**config.mk**
```make
export PLATFORM = sky130hd
export DESIGN_NAME = const_load_seq_flat
export DESIGN_NICKNAME = d
export VERILOG_FILES = /design/src/rtl/const_load_seq_pkg.sv /design/src/rtl/const_load_seq_if.sv /design/src/rtl/const_load_seq.sv /design/src/flat_wrapper.sv
export SDC_FILE = /design/constraint.sdc
export NUM_CORES = 1
export LEC_CHECK = 0
export ABC_AREA = 1
export CAP_MARGIN = 20
export CORE_AREA = 2 2 130 69
export CTS_CLUSTER_SIZE = 24
export DETAILED_ROUTE_END_ITERATION = 12
export DIE_AREA = 0 0 132 71
export PLACE_DENSITY = 0.67
export SLEW_MARGIN = 20
export SYNTH_ARGS = -nofsm -noshare
export SYNTH_HDL_FRONTEND = slang
export SYNTH_SLANG_ARGS = --single-unit
```
**constraint.sdc**
```tcl
create_clock -name clock -period 2.55 [get_ports clock]
set_input_delay 0.51 -clock clock [delete_from_list [all_inputs] [get_ports clock]]
set_output_delay 0.51 -clock clock [all_outputs]
set_load 0.02 [all_outputs]
```
**src/rtl/const_load_seq_pkg.sv**
```systemverilog
// Shared types for the constant-load sequencer: opcodes, FSM states and ALU format codes.
package const_seq_pkg;

    typedef enum logic [1:0] {
        OP_NOP     = 2'b00,
        OP_LOADLIT = 2'b01,
        OP_LCL     = 2'b10,
        OP_LCH     = 2'b11
    } op_t;

    typedef enum logic [1:0] {
        S_IDLE = 2'b00,
        S_READ = 2'b01,
        S_EXEC = 2'b10,
        S_WB   = 2'b11
    } state_t;

    localparam logic [1:0] FMT_IDLE  = 2'b00;
    localparam logic [1:0] FMT_PASS  = 2'b01;
    localparam logic [1:0] FMT_MERGE = 2'b11;

endpackage

```
**src/rtl/const_load_seq_if.sv**
```systemverilog
// Decode request, register-file and constant-ALU signals of the constant-load sequencer.
// master = sequencer side, slave = decode / register file / ALU side.
interface const_load_seq_if #(
    parameter int unsigned bits_palavra = 16,
    parameter int unsigned REG_AW       = 4
);
    logic                    req_valid;
    logic                    req_ready;
    logic [1:0]              req_op;
    logic [REG_AW-1:0]       req_rd;
    logic [bits_palavra-1:0] req_imm;

    logic [REG_AW-1:0]       rf_raddr;
    logic                    rf_re;
    logic [bits_palavra-1:0] rf_rdata;

    logic [bits_palavra-1:0] ula_dado;
    logic [bits_palavra-1:0] ula_constante;
    logic [1:0]              ula_formato;
    logic                    ula_R;
    logic [bits_palavra-1:0] ula_result;

    logic [REG_AW-1:0]       rf_waddr;
    logic [bits_palavra-1:0] rf_wdata;
    logic                    rf_we;
    logic                    done;

    modport master (
        input  req_valid, req_op, req_rd, req_imm, rf_rdata, ula_result,
        output req_ready, rf_raddr, rf_re, ula_dado, ula_constante, ula_formato, ula_R,
               rf_waddr, rf_wdata, rf_we, done
    );

    modport slave (
        output req_valid, req_op, req_rd, req_imm, rf_rdata, ula_result,
        input  req_ready, rf_raddr, rf_re, ula_dado, ula_constante, ula_formato, ula_R,
               rf_waddr, rf_wdata, rf_we, done
    );
endinterface

```
**src/rtl/const_load_seq.sv**
```systemverilog
// Multi-cycle sequencer for LOADLIT / LCL / LCH: optional destination read, one ALU cycle,
// then a single-cycle register-file writeback with a matching done pulse.
module const_load_seq
    import const_seq_pkg::*;
#(
    parameter int unsigned bits_palavra = 16,
    parameter int unsigned REG_AW       = 4
) (
    input  logic             clock,
    input  logic             reset,
    const_load_seq_if.master bus
);

    localparam int unsigned BYTE_W = bits_palavra / 2;

    state_t                  state_q;
    state_t                  state_d;
    op_t                     op_q;
    logic [REG_AW-1:0]       rd_q;
    logic [bits_palavra-1:0] imm_q;
    logic [bits_palavra-1:0] dado_q;
    logic [bits_palavra-1:0] res_q;

    logic idle_c;
    logic xfer_c;

    assign idle_c = (state_q == S_IDLE);
    assign xfer_c = idle_c & bus.req_valid;

    // State and datapath registers; request fields are only sampled on a transfer.
    always_ff @(posedge clock or negedge reset) begin
        if (!reset) begin
            state_q <= S_IDLE;
            op_q    <= OP_NOP;
            rd_q    <= '0;
            imm_q   <= '0;
            dado_q  <= '0;
            res_q   <= '0;
        end else begin
            state_q <= state_d;
            case (state_q)
                S_IDLE: begin
                    if (xfer_c) begin
                        op_q  <= op_t'(bus.req_op);
                        rd_q  <= bus.req_rd;
                        imm_q <= bus.req_imm;
                    end
                end
                S_READ:  dado_q <= bus.rf_rdata;
                S_EXEC:  res_q  <= bus.ula_result;
                default: ;
            endcase
        end
    end

    // Next state: NOP transfers are consumed without leaving IDLE.
    always_comb begin
        state_d = state_q;
        case (state_q)
            S_IDLE: begin
                if (xfer_c) begin
                    case (op_t'(bus.req_op))
                        OP_LOADLIT:     state_d = S_EXEC;
                        OP_LCL, OP_LCH: state_d = S_READ;
                        default:        state_d = S_IDLE;
                    endcase
                end
            end
            S_READ:  state_d = S_EXEC;
            S_EXEC:  state_d = S_WB;
            S_WB:    state_d = S_IDLE;
            default: state_d = S_IDLE;
        endcase
    end

    // Outputs decoded from the registered state; ready is also held low while reset is asserted.
    always_comb begin
        bus.req_ready     = 1'b0;
        bus.rf_raddr      = '0;
        bus.rf_re         = 1'b0;
        bus.ula_dado      = '0;
        bus.ula_constante = '0;
        bus.ula_formato   = FMT_IDLE;
        bus.ula_R         = 1'b0;
        bus.rf_waddr      = '0;
        bus.rf_wdata      = '0;
        bus.rf_we         = 1'b0;
        bus.done          = 1'b0;
        case (state_q)
            S_IDLE: bus.req_ready = reset;
            S_READ: begin
                bus.rf_re    = 1'b1;
                bus.rf_raddr = rd_q;
            end
            S_EXEC: begin
                case (op_q)
                    OP_LOADLIT: begin
                        bus.ula_formato   = FMT_PASS;
                        bus.ula_constante = imm_q;
                    end
                    OP_LCL: begin
                        bus.ula_formato   = FMT_MERGE;
                        bus.ula_constante = {BYTE_W'(0), imm_q[BYTE_W-1:0]};
                        bus.ula_dado      = dado_q;
                    end
                    OP_LCH: begin
                        bus.ula_formato   = FMT_MERGE;
                        bus.ula_R         = 1'b1;
                        bus.ula_constante = {imm_q[BYTE_W-1:0], BYTE_W'(0)};
                        bus.ula_dado      = dado_q;
                    end
                    default: ;
                endcase
            end
            S_WB: begin
                bus.rf_we    = 1'b1;
                bus.rf_waddr = rd_q;
                bus.rf_wdata = res_q;
                bus.done     = 1'b1;
            end
            default: ;
        endcase
    end

endmodule

```
**src/flat_wrapper.sv**
```systemverilog
// flat-port wrapper written by rule: the top's interface ports become plain ports
module const_load_seq_flat import const_seq_pkg::*;
#(
    parameter int unsigned bits_palavra = 16,
    parameter int unsigned REG_AW       = 4
)
  (clock, reset, bus_req_valid, bus_req_op, bus_req_rd, bus_req_imm, bus_rf_rdata, bus_ula_result, bus_req_ready, bus_rf_raddr, bus_rf_re, bus_ula_dado, bus_ula_constante, bus_ula_formato, bus_ula_R, bus_rf_waddr, bus_rf_wdata, bus_rf_we, bus_done);
  const_load_seq_if #(.bits_palavra(bits_palavra), .REG_AW(REG_AW)) bus_i ();
  input  logic clock;
  input  logic reset;
  input wire logic [$bits(bus_i.req_valid)-1:0] bus_req_valid;
  input wire logic [$bits(bus_i.req_op)-1:0] bus_req_op;
  input wire logic [$bits(bus_i.req_rd)-1:0] bus_req_rd;
  input wire logic [$bits(bus_i.req_imm)-1:0] bus_req_imm;
  input wire logic [$bits(bus_i.rf_rdata)-1:0] bus_rf_rdata;
  input wire logic [$bits(bus_i.ula_result)-1:0] bus_ula_result;
  output wire logic [$bits(bus_i.req_ready)-1:0] bus_req_ready;
  output wire logic [$bits(bus_i.rf_raddr)-1:0] bus_rf_raddr;
  output wire logic [$bits(bus_i.rf_re)-1:0] bus_rf_re;
  output wire logic [$bits(bus_i.ula_dado)-1:0] bus_ula_dado;
  output wire logic [$bits(bus_i.ula_constante)-1:0] bus_ula_constante;
  output wire logic [$bits(bus_i.ula_formato)-1:0] bus_ula_formato;
  output wire logic [$bits(bus_i.ula_R)-1:0] bus_ula_R;
  output wire logic [$bits(bus_i.rf_waddr)-1:0] bus_rf_waddr;
  output wire logic [$bits(bus_i.rf_wdata)-1:0] bus_rf_wdata;
  output wire logic [$bits(bus_i.rf_we)-1:0] bus_rf_we;
  output wire logic [$bits(bus_i.done)-1:0] bus_done;
  assign bus_i.req_valid = bus_req_valid;
  assign bus_i.req_op = bus_req_op;
  assign bus_i.req_rd = bus_req_rd;
  assign bus_i.req_imm = bus_req_imm;
  assign bus_i.rf_rdata = bus_rf_rdata;
  assign bus_i.ula_result = bus_ula_result;
  assign bus_req_ready = bus_i.req_ready;
  assign bus_rf_raddr = bus_i.rf_raddr;
  assign bus_rf_re = bus_i.rf_re;
  assign bus_ula_dado = bus_i.ula_dado;
  assign bus_ula_constante = bus_i.ula_constante;
  assign bus_ula_formato = bus_i.ula_formato;
  assign bus_ula_R = bus_i.ula_R;
  assign bus_rf_waddr = bus_i.rf_waddr;
  assign bus_rf_wdata = bus_i.rf_wdata;
  assign bus_rf_we = bus_i.rf_we;
  assign bus_done = bus_i.done;
  const_load_seq #(.bits_palavra(bits_palavra), .REG_AW(REG_AW)) u_core (.clock(clock), .reset(reset), .bus(bus_i));
endmodule
```
# Yosys cells after proc, flatten, opt, wreduce, memory -nomap -nowiden

Index checks and enable logic that the tools add are counted.

Eq/ne operators: 10
Reduce and logical (&&, ||, !) cells: 4
Bitwise logic cells: 1
Muxes and demuxes: 17

Operators with widths:

| kind               | count |
|---|---|
| $mux 16            | 4 |
| $pmux 16 s3        | 1 |
| $eq 2x2->1 const B | 6 |
| $mux 4             | 2 |
| $pmux 2 s2         | 2 |
| $pmux 2 s4         | 1 |
| $eq 2x1->1 const B | 3 |
| $mux 1             | 5 |
| $mux 2             | 2 |
| $reduce_or 2->1    | 2 |
| $logic_not 2->1    | 1 |
| $ne 2x2->1 const B | 1 |
| $reduce_and 2->1   | 1 |
| $and 1x1->1        | 1 |

Register bits: 56

# Logic depth before layout (Yosys ltp)

Word-level depth: 5
Mapped depth: 7
Mapped depth without buffers: 7

# Worst setup path after synthesis

OpenSTA, ideal clock, no wires.

Path type: register to output
From: register u_core.state_q[0]
To: output bus_ula_constante[0]
Arrival time: 1.330 ns
Path slack: 0.710 ns
Data required time: 2.040 ns
Stages on the path, launching flop included: 8
Cells stage by stage: dfrtp_1 > inv_1 > ha_1 > buf_6 > nand2_4 > inv_4 > nor2_8 > nor2_1

Word-level cells in the longest chain between the ends: 2

Ends and longest elaborated chain:

| what                   | RTL line             | text |
|---|---|---|
| from (decl)            | const_load_seq.sv:16 | `state_t state_q;` |
| from (signal assigned) | const_load_seq.sv:40 | `state_q <= state_d;` |
| $eq 2x2->1             | const_load_seq.sv:89 | `case (state_q)` |
| $mux 16                | const_load_seq.sv:89 |  |
| to (decl)              | flat_wrapper.sv:21   | `output wire logic [$bits(bus_i.ula_constante)-1:0] bus_ula_constante;` |

No other way between the ends.

# Worst setup path in the final report

From: register u_core.state_q[1]
To: output bus_rf_raddr[0]

Word-level cells in the longest chain between the ends: 2

Ends and longest elaborated chain:

| what       | RTL line             | text |
|---|---|---|
| $eq 2x1->1 | const_load_seq.sv:89 |  |
| $mux 4     | const_load_seq.sv:89 |  |
| to (decl)  | flat_wrapper.sv:18   | `output wire logic [$bits(bus_i.rf_raddr)-1:0] bus_rf_raddr;` |

No other way between the ends.

==> run metrics <==
effective utilization at floorplan 33.6%; register area share after synthesis 50.1%; Layout area overhead 53.6%; Inserted Diodes 0; DRT Pass-1 Iters 4; HPWL after detailed placement 5640 microns; setup ws final 122 ps; fill cell count 820; sequential share of power 36.0%; largest net degree at the start of global routing 57; met2 usage 23.0%; Period Utilization, post-route 95.2%; port buffer count 119; Syn Area/Cell 7.46 sq um; Worst EP required 2040 ps; vias per std cell 4.30; buffers and inverters on the worst path 3; Multi-input gate area 1080 sq um; Worst setup EP type output pin; Worst path depth 5; flops & latches, synth 56; Post-DRT Antenna Nets 0; Hold Fails Final Rpt 0; vias in the first global route 2458; Synthesized Nets 437; GRT Max-Usage Layer met1; nets 551; GRT overflow 0; design area 4300 sq um; total CTS buffers 5; crit-path cells inv_1, ha_1, nand2_1, inv_1, clkdlybuf4s50_1; Post-CTS Setup Bufs 0; Cell variety after synth 18; Sink Count 56; Peak supply drop 0.392 mV; crit path DAT 1920 ps; Worst-Margin Slew 677 ps; status finished, final reports clean; Worst-path clk slew 70 ps; startpoint types flip-flop; clk_skew 5.18 ps; P per Cell Area 1010 nW/um^2; most frequent CP cell inv_1; Slew headroom 54.9%; initial antenna violation count 0; crit path kind reg2out; CP Launch Point u_core.state_q[1]; HP Class in2async; CTS tree done; synthesis warning total 0; Net Sw Power 1750 uW; maximum buffer depth of the clock tree 2; fmax 412 MHz; H-Tree Level Count 2; critical path peak fanout 6; row cnt 24; routed vias 2609; later-pin clock latency in the skew report 290 ps; final wirelength 7590 microns; # IOs 120; CP max stage cell clkdlybuf4s50_1; crit-path leading delay family buffers and inverters; crit-path max cell delay 610 ps; post-synthesis cell count 375; first-pass GRT wire length 12400 microns; chip width 132 microns; Area after DPL 4060 sq um; hold buffer count at cts 0; Avg WL per Cell 12.5 microns; Final setup viols 0; die height 71 microns; CP endpoint bus_rf_raddr[0]; max-slew violation count 0; FF-to-FF End u_core.op_q[1]; Total Routing Usage GR 16.5%; register area 1400 sq um; r2r setup slk 810 ps; die footprint 9370 sq um; Starting DRT DRC Count 149; Max-Cap Viols 0; grt met1 use 25.5%; setup TNS 0 ps; Sw Share 40.3%; core area 8320 sq um; Final Critical Period 2430 ps; cell area after synthesis 2800 sq um; Comb pwr share 45.3%; Int Pwr 2600 uW; Lkg Pwr 0.00271 uW; Clk network pwr share 18.7%; RD Place Congestion 0.770; clock root buffer clkbuf_16; DRC viols 0; unrepaired setup endpoints after global routing no; worst r2r src u_core.state_q[0]; Place WS 145 ps; M3 GR Usage 5.09%; share of cells above drive strength 1 5.31%; R2R cell count 6
-- power by group through the flow --
stage | Combinational, uW | Sequential, uW | Clock [uW]
after global routing | 2260 | 1620 | 869
final | 1980 | 1570 | 813
after floorplan | 1370 | 1510 | 0
after CTS | 2020 | 1570 | 834
after global placement | 2000 | 1570 | 0
after detailed placement | 2040 | 1580 | 0
-- synth_stat cells, drive strengths merged --
cell type    n  area share [%]
clkbuf       1            0.18
a21oi        7             1.3
nor3         1            0.36
nand2      166              23
dfrtp       56              50
o21ai       18             3.2
inv         52             7.1
ha           5             2.2
buf         18             4.2
nand3       24             4.3
nor2        27             4.2
-- flip-flops by register name, indices dropped and copies added, names as in the netlist --
name            count
u_core.state_q      2
u_core.dado_q      16
u_core.op_q         2
u_core.imm_q       16
u_core.rd_q         4
u_core.res_q       16
-- worst min path at each step --
stage / start / end / depth (start not counted)
after floorplan: reset / u_core.dado_q[0] / 0
after global routing: reset / u_core.imm_q[10] / 2
after CTS: reset / u_core.imm_q[10] / 2
after detailed placement: u_core.res_q[11] / u_core.res_q[11] / 2
after global placement: u_core.res_q[2] / u_core.res_q[2] / 2
final: reset / u_core.res_q[13] / 2
-- logic make-up (layout without fill, tap and decap cells) --
logic type               after synthesis  in the layout  synth area share [%]
adder cells (fa/ha/maj)                5              5                  2.24
flip-flops                            56             56                  50.1
AND/OR/NAND/NOR                      218            218                  31.7
AO/OA/AOI/OAI                         25             25                  4.47
buffers and inverters                 71            186                  11.5
-- repair_timing --
item,4_1_cts,5_1_grt
endpoints found under the hold margin,0,0
setup endpoints to repair,32,26
gates resized for setup,10,27
-- final cells by class --
class | count | area share [%]
sequential | 56 | 32.6
tap | 117 | 3.41
timing repair buffer | 126 | 30.1
inverter | 52 | 4.60
multi-input combinational | 248 | 25.1
clock buffer | 7 | 3.55
clock inverter | 1 | 0.698
-- cells in the final DEF, fill, tap and decap left out, drive strengths merged --
master and n:
nor3 1, clkbuf 7, inv 52, ha 5
nand3 24, o21ai 18, dlymetal6s2s 26, clkdlybuf4s50 83
bufinv 1, dfrtp 56, dlygate4sd2 9, buf 8
nand2 166, a21oi 7, nor2 27
-- layer usage --
layer / routed length (microns) / part of all wire [%] / vias to the layer above
met1: 3930 / 52 / 1189
met5: 0 / 0 / -
met2: 3110 / 41 / 81
li1: - / - / 1337
met4: 13 / 0.17 / 0
met3: 535 / 7.0 / 2
-- per-stage QoR --
step           utilization [%]  power, uW  cells  hold slack [ps]
6_report                  51.7       4360    607              421
3_5_place_dp              48.8       3620    599              459
4_1_cts                   50.9       4430    607              448
3_3_place_gp              48.8       3570    599              455
5_1_grt                   51.7       4750    607              491
2_1_floorplan                -       2880    375              214
No activity file was read; power rests on OpenSTA's default activity.
